`config.mk`:
```
export PLATFORM = sky130hd
export DESIGN_NAME = pose_recorder
export DESIGN_NICKNAME = d
export VERILOG_FILES = /design/src/rtl/pose_recorder.sv
export SDC_FILE = /design/constraint.sdc
export NUM_CORES = 1
export LEC_CHECK = 0
export CAP_MARGIN = 20
export CORE_MARGIN = 1.5
export CORE_UTILIZATION = 28
export CTS_CLUSTER_DIAMETER = 200
export DETAILED_ROUTE_END_ITERATION = 8
export PLACE_DENSITY = 0.57
export SYNTH_ARGS = -nofsm -noshare
export SYNTH_HDL_FRONTEND = slang
export SYNTH_SLANG_ARGS = --single-unit
```
`constraint.sdc`:
```
create_clock -name clk -period 2.1 [get_ports clk]
set_input_delay 0.315 -clock clk [delete_from_list [all_inputs] [get_ports clk]]
set_output_delay 0.315 -clock clk [all_outputs]
set_load 0.01 [all_outputs]
```
`src/rtl/pose_recorder.sv`:
```
// Pose recorder: samples the live joint-angle vector once per tick and writes frames to pose RAM.
// Define REC_LOOP_EN for ring-buffer recording (wraps at DEPTH, adds the wr_ptr output).
module pose_recorder #(
   parameter int unsigned NUM_JOINTS = 4,
   parameter int unsigned ANGLE_W    = 8,
   parameter int unsigned DEPTH      = 64,
   parameter int unsigned ADDR_W     = 6,
   parameter int unsigned TICK_DIV   = 50000
) (
   input  logic                          clk,
   input  logic                          rst,
   input  logic                          enable,
   input  logic                          btn_rec,
   input  logic [NUM_JOINTS*ANGLE_W-1:0] angles_in,
   input  logic                          angles_valid,
   output logic                          mem_we,
   output logic [ADDR_W-1:0]             mem_waddr,
   output logic [NUM_JOINTS*ANGLE_W-1:0] mem_wdata,
   output logic [ADDR_W:0]               frame_count,
   output logic                          recording,
   output logic                          rec_done,
`ifdef REC_LOOP_EN
   output logic [ADDR_W-1:0]             wr_ptr,
`endif
   output logic                          full
);

   localparam int unsigned DataW = NUM_JOINTS * ANGLE_W;
   localparam int unsigned CntW  = ADDR_W + 1;
   localparam int unsigned TickW = (TICK_DIV > 1) ? $clog2(TICK_DIV) : 1;
`ifdef REC_LOOP_EN
   localparam bit LoopEn = 1'b1;
`else
   localparam bit LoopEn = 1'b0;
`endif

   typedef enum logic [1:0] {StIdle, StWaitTick, StCapture, StDone} state_e;

   state_e              state_q, state_d;
   logic [TickW-1:0]    tick_q, tick_d;
   logic [CntW-1:0]     frame_count_q, frame_count_d;
   logic [ADDR_W-1:0]   wr_ptr_q, wr_ptr_d;
   logic                mem_we_q, mem_we_d;
   logic [ADDR_W-1:0]   mem_waddr_q, mem_waddr_d;
   logic [DataW-1:0]    mem_wdata_q, mem_wdata_d;
   logic                btn_prev_q;
   logic                press;

   assign press = btn_rec & ~btn_prev_q;

   always_ff @(posedge clk) begin
      if (rst) begin
         state_q       <= StIdle;
         tick_q        <= '0;
         frame_count_q <= '0;
         wr_ptr_q      <= '0;
         mem_we_q      <= 1'b0;
         mem_waddr_q   <= '0;
         mem_wdata_q   <= '0;
         btn_prev_q    <= 1'b1; // a button held through reset must not start a recording
      end else begin
         state_q       <= state_d;
         tick_q        <= tick_d;
         frame_count_q <= frame_count_d;
         wr_ptr_q      <= wr_ptr_d;
         mem_we_q      <= mem_we_d;
         mem_waddr_q   <= mem_waddr_d;
         mem_wdata_q   <= mem_wdata_d;
         btn_prev_q    <= btn_rec;
      end
   end

   always_comb begin
      state_d       = state_q;
      tick_d        = tick_q;
      frame_count_d = frame_count_q;
      wr_ptr_d      = wr_ptr_q;
      mem_we_d      = 1'b0;
      mem_waddr_d   = mem_waddr_q;
      mem_wdata_d   = mem_wdata_q;
      unique case (state_q)
         StIdle, StDone: begin
            if (press && enable) begin
               frame_count_d = '0;
               wr_ptr_d      = '0;
               mem_waddr_d   = '0;
               tick_d        = '0;
               state_d       = StWaitTick;
            end
         end
         StWaitTick: begin
            if (!enable) begin
               state_d = StIdle;
            end else if (press) begin
               state_d = StDone;
            end else if (tick_q == TickW'(TICK_DIV - 1)) begin
               tick_d  = '0;
               state_d = StCapture;
            end else begin
               tick_d = tick_q + TickW'(1);
            end
         end
         StCapture: begin
            if (!enable) begin
               state_d = StIdle;
            end else if (angles_valid) begin
               mem_we_d    = 1'b1;
               mem_waddr_d = wr_ptr_q;
               mem_wdata_d = angles_in;
               wr_ptr_d    = wr_ptr_q + ADDR_W'(1);
               tick_d      = '0;
               if (frame_count_q != CntW'(DEPTH)) frame_count_d = frame_count_q + CntW'(1);
               if (press || (!LoopEn && frame_count_d == CntW'(DEPTH))) state_d = StDone;
               else state_d = StWaitTick;
            end else if (press) begin
               state_d = StDone;
            end
         end
         default: state_d = StIdle;
      endcase
   end

   assign mem_we      = mem_we_q;
   assign mem_waddr   = mem_waddr_q;
   assign mem_wdata   = mem_wdata_q;
   assign frame_count = frame_count_q;
   assign recording   = (state_q == StWaitTick) || (state_q == StCapture);
   assign rec_done    = (state_q == StDone);
   assign full        = (frame_count_q == CntW'(DEPTH));
`ifdef REC_LOOP_EN
   assign wr_ptr      = wr_ptr_q;
`endif

endmodule

```
Word-level counts from Yosys, hierarchy flattened
Cells that the tools add are included.
Word-level totals
  register bits after elaboration: 71
  output and inout bits: 49
  word-level logic and storage cells: 72
Cells by class
  add/sub/neg operators: 3
  equal/unequal tests: 14
  multiplexer cells: 32
  bitwise gates (word level): 4
  reduce and logical (&&, ||, !) cells: 11
Operators by type and width (count)
  $mux W16: 6
  $mux W7: 7
  $pmux W16 S3: 1
  $mux W6: 5
  $pmux W6 S2: 2
  $add A16 B1 Y16 const B: 1
  $eq A16 B16 Y1 const B: 1
  $mux W2: 8
  $eq A7 B7 Y1 const B: 2
  $pmux W7 S2: 1
  $ne A2 B2 Y1 const B: 5
  $ne A4 B4 Y1 const B: 2
  $add A7 B1 Y7 const B: 1
  $ne A7 B7 Y1 const B: 1
  $add A6 B1 Y6 const B: 1
  $pmux W2 S3: 1
  $reduce_and A3 Y1: 2
  $reduce_and A5 Y1: 1
  $eq A2 B2 Y1 const B: 2
  $reduce_and A4 Y1: 1
  $not A1 Y1: 3
  $reduce_or A3 Y1: 1
  $eq A2 B1 Y1 const B: 1
  $logic_not A2 Y1: 1
  other kinds (6): 7

Depth between registers and ports, before layout
Gate-level depths: netlist of the first run.
  word-level depth: 11
  depth in mapped cells: 9
  gate-level depth less buffers: 7

Worst setup path before layout of the first run
OpenSTA, ideal clock, no wires.
  kind: register -> register
  start: reg state_q[0]
  end: reg tick_q[11]
  setup time: 114 ps
  data arrival time: 1960 ps
  required time: 1986 ps
  slack: 26 ps
  stages on the path, launching flop included: 9
  buffers on the path: 2
  period minus slack after synthesis: 2074 ps
  cell sequence: dfxtp_1 inv_1 ha_1 buf_2 nor3_1 clkbuf_1 o2111ai_1 xor2_1 nor2_1
Between the ends
  cells in the longest elaborated chain, start to end: 4
  elaborated cells on any way between the ends: 12
RTL lines
  start, declared: line 39  | state_e state_q, state_d;
  start signal, assigned: line 53  | state_q <= StIdle;
  start signal, assigned: line 62  | state_q <= state_d;
  $eq A2 B2 Y1 or $logic_not A2 Y1 (tied branches): line 81  | unique case (state_q)
  $reduce_or A2 Y1: line 81
  $ne A2 B2 Y1 (no source line)
  $reduce_and A5 Y1 (no source line)
  end signal, assigned: line 63  | tick_q <= tick_d;
  end, declared: line 40  | logic [TickW-1:0] tick_q, tick_d;
Several ways; a longest one is shown, not always the timed one.
A chain may end at the register's enable or synchronous reset.

Worst setup path in the final report of the first run
  start: reg frame_count_q[0] (netlist: frame_count[0])
  end: out full
Between the ends
  cells in the longest elaborated chain, start to end: 1
RTL lines
  start, declared: line 41  | logic [CntW-1:0] frame_count_q, frame_count_d;
  start signal, assigned: line 64  | frame_count_q <= frame_count_d;
  $eq A7 B7 Y1: line 129  | assign full = (frame_count_q == CntW'(DEPTH));
  end, declared: line 25  | output logic full
Every way passes these cells.

==> flow_metrics.tcl, run 1 <==
set metrics [dict create \
    p_per_area_nw_per_um2 768 \
    yosysUniqueCellTypes 51 \
    die_w_um 110 \
    cts_buffer_depth 2 \
    rows 38 \
    num_vias 3110 \
    synth_compound_area_share_pct 21.0 \
    drive_gt1_share_pct 12.1 \
    synth-edff-count 0 \
    area_delta_synth_final_pct 46.7 \
    power_frac_seq_pct 38.6 \
    wire_per_inst_um 12.9 \
    clk_pin_slew_ps 60 \
    critPathKind "reg2out" \
    insertion_delay_ps 330 \
    grt_pass1_wl_mm 13.7 \
    syn_avg_cell_area_um2 8.25 \
    grt_setup_unrepaired "no" \
    hold_path.startpoint "rst" \
    tightest_slew_ps 459 \
    async_reset_ff_share_pct 0 \
    drtIter0Drc 211 \
    final_hold_viol_count 0 \
    synth_cells 388 \
    post-cts-setup-buffers 0 \
    slew_viol_final 0 \
    gp_congestion 0.771 \
    core_um2 11000 \
    yosysWarningCount 0 \
    slowest_stage "or4b_1" \
    finalSetupViolations 0 \
    ir_drop_v 0.000427 \
    crit_start "frame_count[0]" \
    ioPinCount 86 \
    critPathBufInv 2 \
    cts_tree "yes" \
    grt_use_total_pct 14.4 \
    htree_num_levels 3 \
    p_int_uw 2710 \
    numCtsBuffers 9 \
    layout_commonest_cell "clkdlybuf4s50_1" \
    finalCritPeriodShare_pct 96.2 \
    max_freq_ghz 0.495 \
    finish.net_count 535 \
    antenna_found_initial 0 \
    muxShareOfSynthArea_pct 0 \
    design.die.area_um2 12100 \
    cts.sinks 71 \
    slew_headroom_pct 69.4 \
    ctsHoldBuffers 0 \
    p_sw_uw 899 \
    leakagePower_uw 0.00167 \
    synthSimpleGateAreaFrac_pct 23.5 \
    tns_ps 0 \
    worstPathCellList "inv_1 > ha_1 > or4b_1 > nor2_2 > dlygate4sd2_1" \
    drv_cap 0 \
    crit_path_start_kind "flip-flop" \
    vias_per_cell 4.89 \
    cp_max_fo 2 \
    pwr-share-comb_pct 17.1 \
    critical_path.top_delay_family "simple AND/OR/NAND/NOR gates" \
    port_buffers 85 \
    min_path_type "in2reg" \
    fin_skew_ps 6.40 \
    layout_setup_ws_ps 80.8 \
    grt_pass1_vias 2945 \
    critPathArrivalTime_ps 1700 \
    firstDrtPassIters 4 \
    p_sw_share_pct 24.9 \
    status "completed" \
    final_cell_mix "82 x clkdlybuf4s50_1, 77 x nand2_1, 70 x dfxtp_1" \
    antenna_cells 0 \
    synth_top_family_by_area "simple AND/OR/NAND/NOR gates" \
    pwr-share-clk_pct 44.3 \
    initial_utilization_pct 29.1 \
    synthAdderAreaFrac_pct 2.74 \
    synth_xor_area_share_pct 4.38 \
    reg2reg_from "tick_q[5]" \
    syn_nets 432 \
    dp_hpwl_mm 5.83 \
    ctsRootBufferMaster "clkbuf_16" \
    ant_nets 0 \
    grt-ovfl-total 0 \
    endpoint_kind "output port" \
    grt_max_degree 34 \
    synth_flop_cell "dfxtp_1" \
    required_ps 1780 \
    seq_area_frac_synth_pct 44.4 \
    min_period_ps 2020 \
    netlist_area_um2 3200 \
    routed_wl_mm 8.18 \
    die_h_um 110 \
    drc 0 \
    pre_cts_ws_ps -75.5 \
    ys_ff_latch 71 \
    cp_slowest_stage_delay_ps 480 \
]
path summary, 6_finish.rpt:
| path | to | slack [ps] | depth (start not counted) |
|---|---|---|---|
| hold / removal | mem_wdata[18] | 290 | 2 |
| setup reg to reg | tick_q[14] | 90 | 5 |
| hold reg to reg | mem_wdata[20] | 450 | 2 |
| setup / recovery | full | 80 | 5 |
sequential cells by signal, indices dropped and copies added (netlist names):
signal / flops
wr_ptr_q: 6
tick_q: 16
btn_prev_q: 1
mem_waddr: 6
frame_count: 7
state_q: 2
mem_wdata: 32
mem_we: 1
final cells by class:
| cell class | instances | area (um^2) |
|---|---|---|
| fillers | 1093 | 6290 |
| multi-input cells | 285 | 1660 |
| flip-flops and latches | 71 | 1420 |
| repair buffers | 116 | 1090 |
| clock buffers | 10 | 229 |
| well taps | 140 | 175 |
| clock inverters | 6 | 85.1 |
| inverters | 8 | 30.0 |
metal layers:
metal	global-route usage, %	vias to the layer above	wire length, um	share of wire (%)
li1	-	1557	-	-
met3	6.46	11	835	10
met2	22.0	95	3510	43
met5	0	-	0	0
met1	17.7	1447	3710	45
met4	5.66	0	117	1.4
power groups by stage:
stage	sequential [uW]	combinational [uW]	clock (uW)
6_report	1390	616	1600
3_3_place_gp	1420	607	0
4_1_cts	1390	608	1640
5_1_grt	1400	681	1690
2_1_floorplan	1420	334	0
3_5_place_dp	1420	609	0
cells by family after synthesis:
kind of cell	after synthesis
AND/OR/NAND/NOR	161
AO/OA/AOI/OAI	101
flip-flops	71
buffers and inverters	32
XOR/XNOR	16
adder cells (fa/ha/maj)	7
Yosys cell counts (all sizes together), types with 5 or more instances:
| library cell | instances | share of area, % |
|---|---|---|
| nand2 | 77 | 9.0 |
| dfxtp | 71 | 44 |
| a21oi | 48 | 7.5 |
| nor2 | 38 | 4.5 |
| clkbuf | 19 | 2.2 |
| xor2 | 14 | 3.8 |
| o21ai | 13 | 2.0 |
| a22oi | 10 | 2.3 |
| nor3 | 9 | 1.7 |
| inv | 8 | 0.94 |
| ha | 7 | 2.7 |
| nand3 | 7 | 1.1 |
| o211ai | 6 | 1.4 |
| buf | 5 | 0.86 |
stage by stage:
| stage | hold WS [ps] | power, uW | cells | utilization, % | area (um^2) |
|---|---|---|---|---|---|
| 2_1_floorplan | 422 | 1750 | 388 | - | 3200 |
| 3_3_place_gp | 442 | 2030 | 620 | 39.8 | 4370 |
| 3_5_place_dp | 448 | 2030 | 620 | 39.8 | 4370 |
| 4_1_cts | 290 | 3640 | 636 | 42.6 | 4680 |
| 5_1_grt | 318 | 3770 | 636 | 42.7 | 4690 |
| 6_report | 286 | 3610 | 636 | 42.7 | 4690 |
what timing repair did:
action	CTS	global route
resized for setup	4	1
pin swaps	0	1
setup endpoints to repair	2	6
No activity file was read; power rests on OpenSTA's default activity.
==> inputs of run 2 (changes only) <==
--- a/config.mk
+++ b/config.mk
@@ -6,6 +6,7 @@
 export NUM_CORES = 1
 export LEC_CHECK = 0
 export CAP_MARGIN = 20
+export CORE_ASPECT_RATIO = 1.5
 export CORE_MARGIN = 1.5
 export CORE_UTILIZATION = 28
 export CTS_CLUSTER_DIAMETER = 200
==> flow_metrics.tcl, run 2 (synthesis gave the netlist of run 1 again) <==
set metrics [dict create \
    grt_pass1_wl_mm 13.8 \
    design.die.area_um2 12100 \
    layout_setup_ws_ps 79.2 \
    min_period_ps 2020 \
    htree_num_levels 3 \
    leakagePower_uw 0.00163 \
    ctsRootBufferMaster "clkbuf_16" \
    critPathArrivalTime_ps 2230 \
    antenna_found_initial 0 \
    instances_no_fill 640 \
    ir_drop_v 0.000446 \
    rows 47 \
    gp_congestion 0.803 \
    layout_commonest_cell "clkdlybuf4s50_1" \
    wire_per_inst_um 12.8 \
    die_h_um 134 \
    finalSetupViolations 0 \
    routed_wl_mm 8.18 \
    dp.cells 624 \
    finish.net_count 532 \
    numCtsBuffers 9 \
    cts_buffer_depth 2 \
    cts_tree "yes" \
    fill_cells 1179 \
    largest_register_ffs 32 \
    tightest_slew_ps 443 \
    min_path_type "in2reg" \
    pre_cts_ws_ps -44.7 \
    grt-ovfl-total 0 \
    final-seq-area_um2 1420 \
    ctsHoldBuffers 0 \
    endpoint_kind "flip-flop" \
    cts.sinks 71 \
    cp_max_fo 8 \
    grt_use_total_pct 14.1 \
    grt_setup_unrepaired "no" \
    core_um2 11100 \
    clk_pin_slew_ps 60 \
    power_uw 3320 \
    tns_ps 0 \
    final_hold_viol_count 0 \
    ioPinCount 86 \
    required_ps 2300 \
    drtIter0Drc 130 \
    critPathKind "reg2reg" \
    dp_hpwl_mm 5.95 \
    final_cell_mix "82 x clkdlybuf4s50_1, 77 x nand2_1, 70 x dfxtp_1" \
    crit_path_start_kind "flip-flop" \
    antenna_cells 0 \
    status "completed" \
    num_vias 3044 \
    insertion_delay_ps 330 \
    drc 0 \
    finish.utilization_pct 41.8 \
    finalCritPeriodShare_pct 96.2 \
    drv_cap 0 \
    slew_viol_final 0 \
    fin_skew_ps 4.27 \
    post-cts-setup-buffers 0 \
    multiInputGateArea_um2 1660 \
    area_delta_synth_final_pct 44.5 \
    die_w_um 90.3 \
    max_freq_ghz 0.495 \
    initial_utilization_pct 28.9 \
    firstDrtPassIters 4 \
    drive_gt1_share_pct 12.2 \
    vias_per_cell 4.76 \
    p_per_area_nw_per_um2 718 \
    ant_nets 0 \
    port_buffers 85 \
    grt_max_degree 34 \
    slew_headroom_pct 70.3 \
    grt_pass1_vias 2865 \
]
[run 2: worst paths after layout]
kind           startpoint      endpoint  slack (ps)  cells past startpoint
max             tick_q[7]    state_q[0]          80                      4
min                   rst    state_q[0]         420                      3
max reg2reg     tick_q[7]    state_q[0]          80                      4
min reg2reg  mem_wdata[2]  mem_wdata[2]         450                      2
[run 2: repair_timing]
item | 4_1_cts | 5_1_grt
gates resized for setup | 2 | 6
endpoints found under the setup margin | 2 | 19
hold endpoints to repair | 0 | 0
pin swaps | 0 | 1
cloned | 0 | 0
[run 2: metal layers]
layer / vias up / wire (um) / track usage (%)
met1: 1437 / 3510 / 16.5
li1: 1540 / - / -
met2: 55 / 4100 / 23.4
met4: 0 / 170 / 6.08
met3: 12 / 398 / 4.54
met5: - / 0 / 0
[run 2: report_power, final]
part,internal [uW],total (uW),leakage [uW],switching (uW)
clock network,786,1340,0.000131,556
logic,273,581,0.000929,307
registers,1370,1390,0.000573,23.9
total,2430,3320,0.00163,887
[run 2: final cells by class]
| cell class | instances | share of cell area [%] |
|---|---|---|
| Multi-Input combinational cell | 285 | 35.8 |
| Sequential cell | 71 | 30.8 |
| Timing Repair Buffer | 113 | 23.1 |
| Clock buffer | 9 | 4.87 |
| Tap cell | 147 | 3.98 |
| Clock inverter | 7 | 0.866 |
| Inverter | 8 | 0.650 |
[run 2: worst max-delay path: stages, from the launching register on]
cell and delay (ps):
dfxtp_1 350, or4b_1 540, o41a_4 550, a2111oi_2 370, nor3_2 80
[run 2: metrics by stage]
step	hold WS [ps]	cell area, um^2
finish	419	4620
global route	437	4620
CTS	427	4620
detailed placement	447	4350
global placement	442	4350
floorplan	422	3200
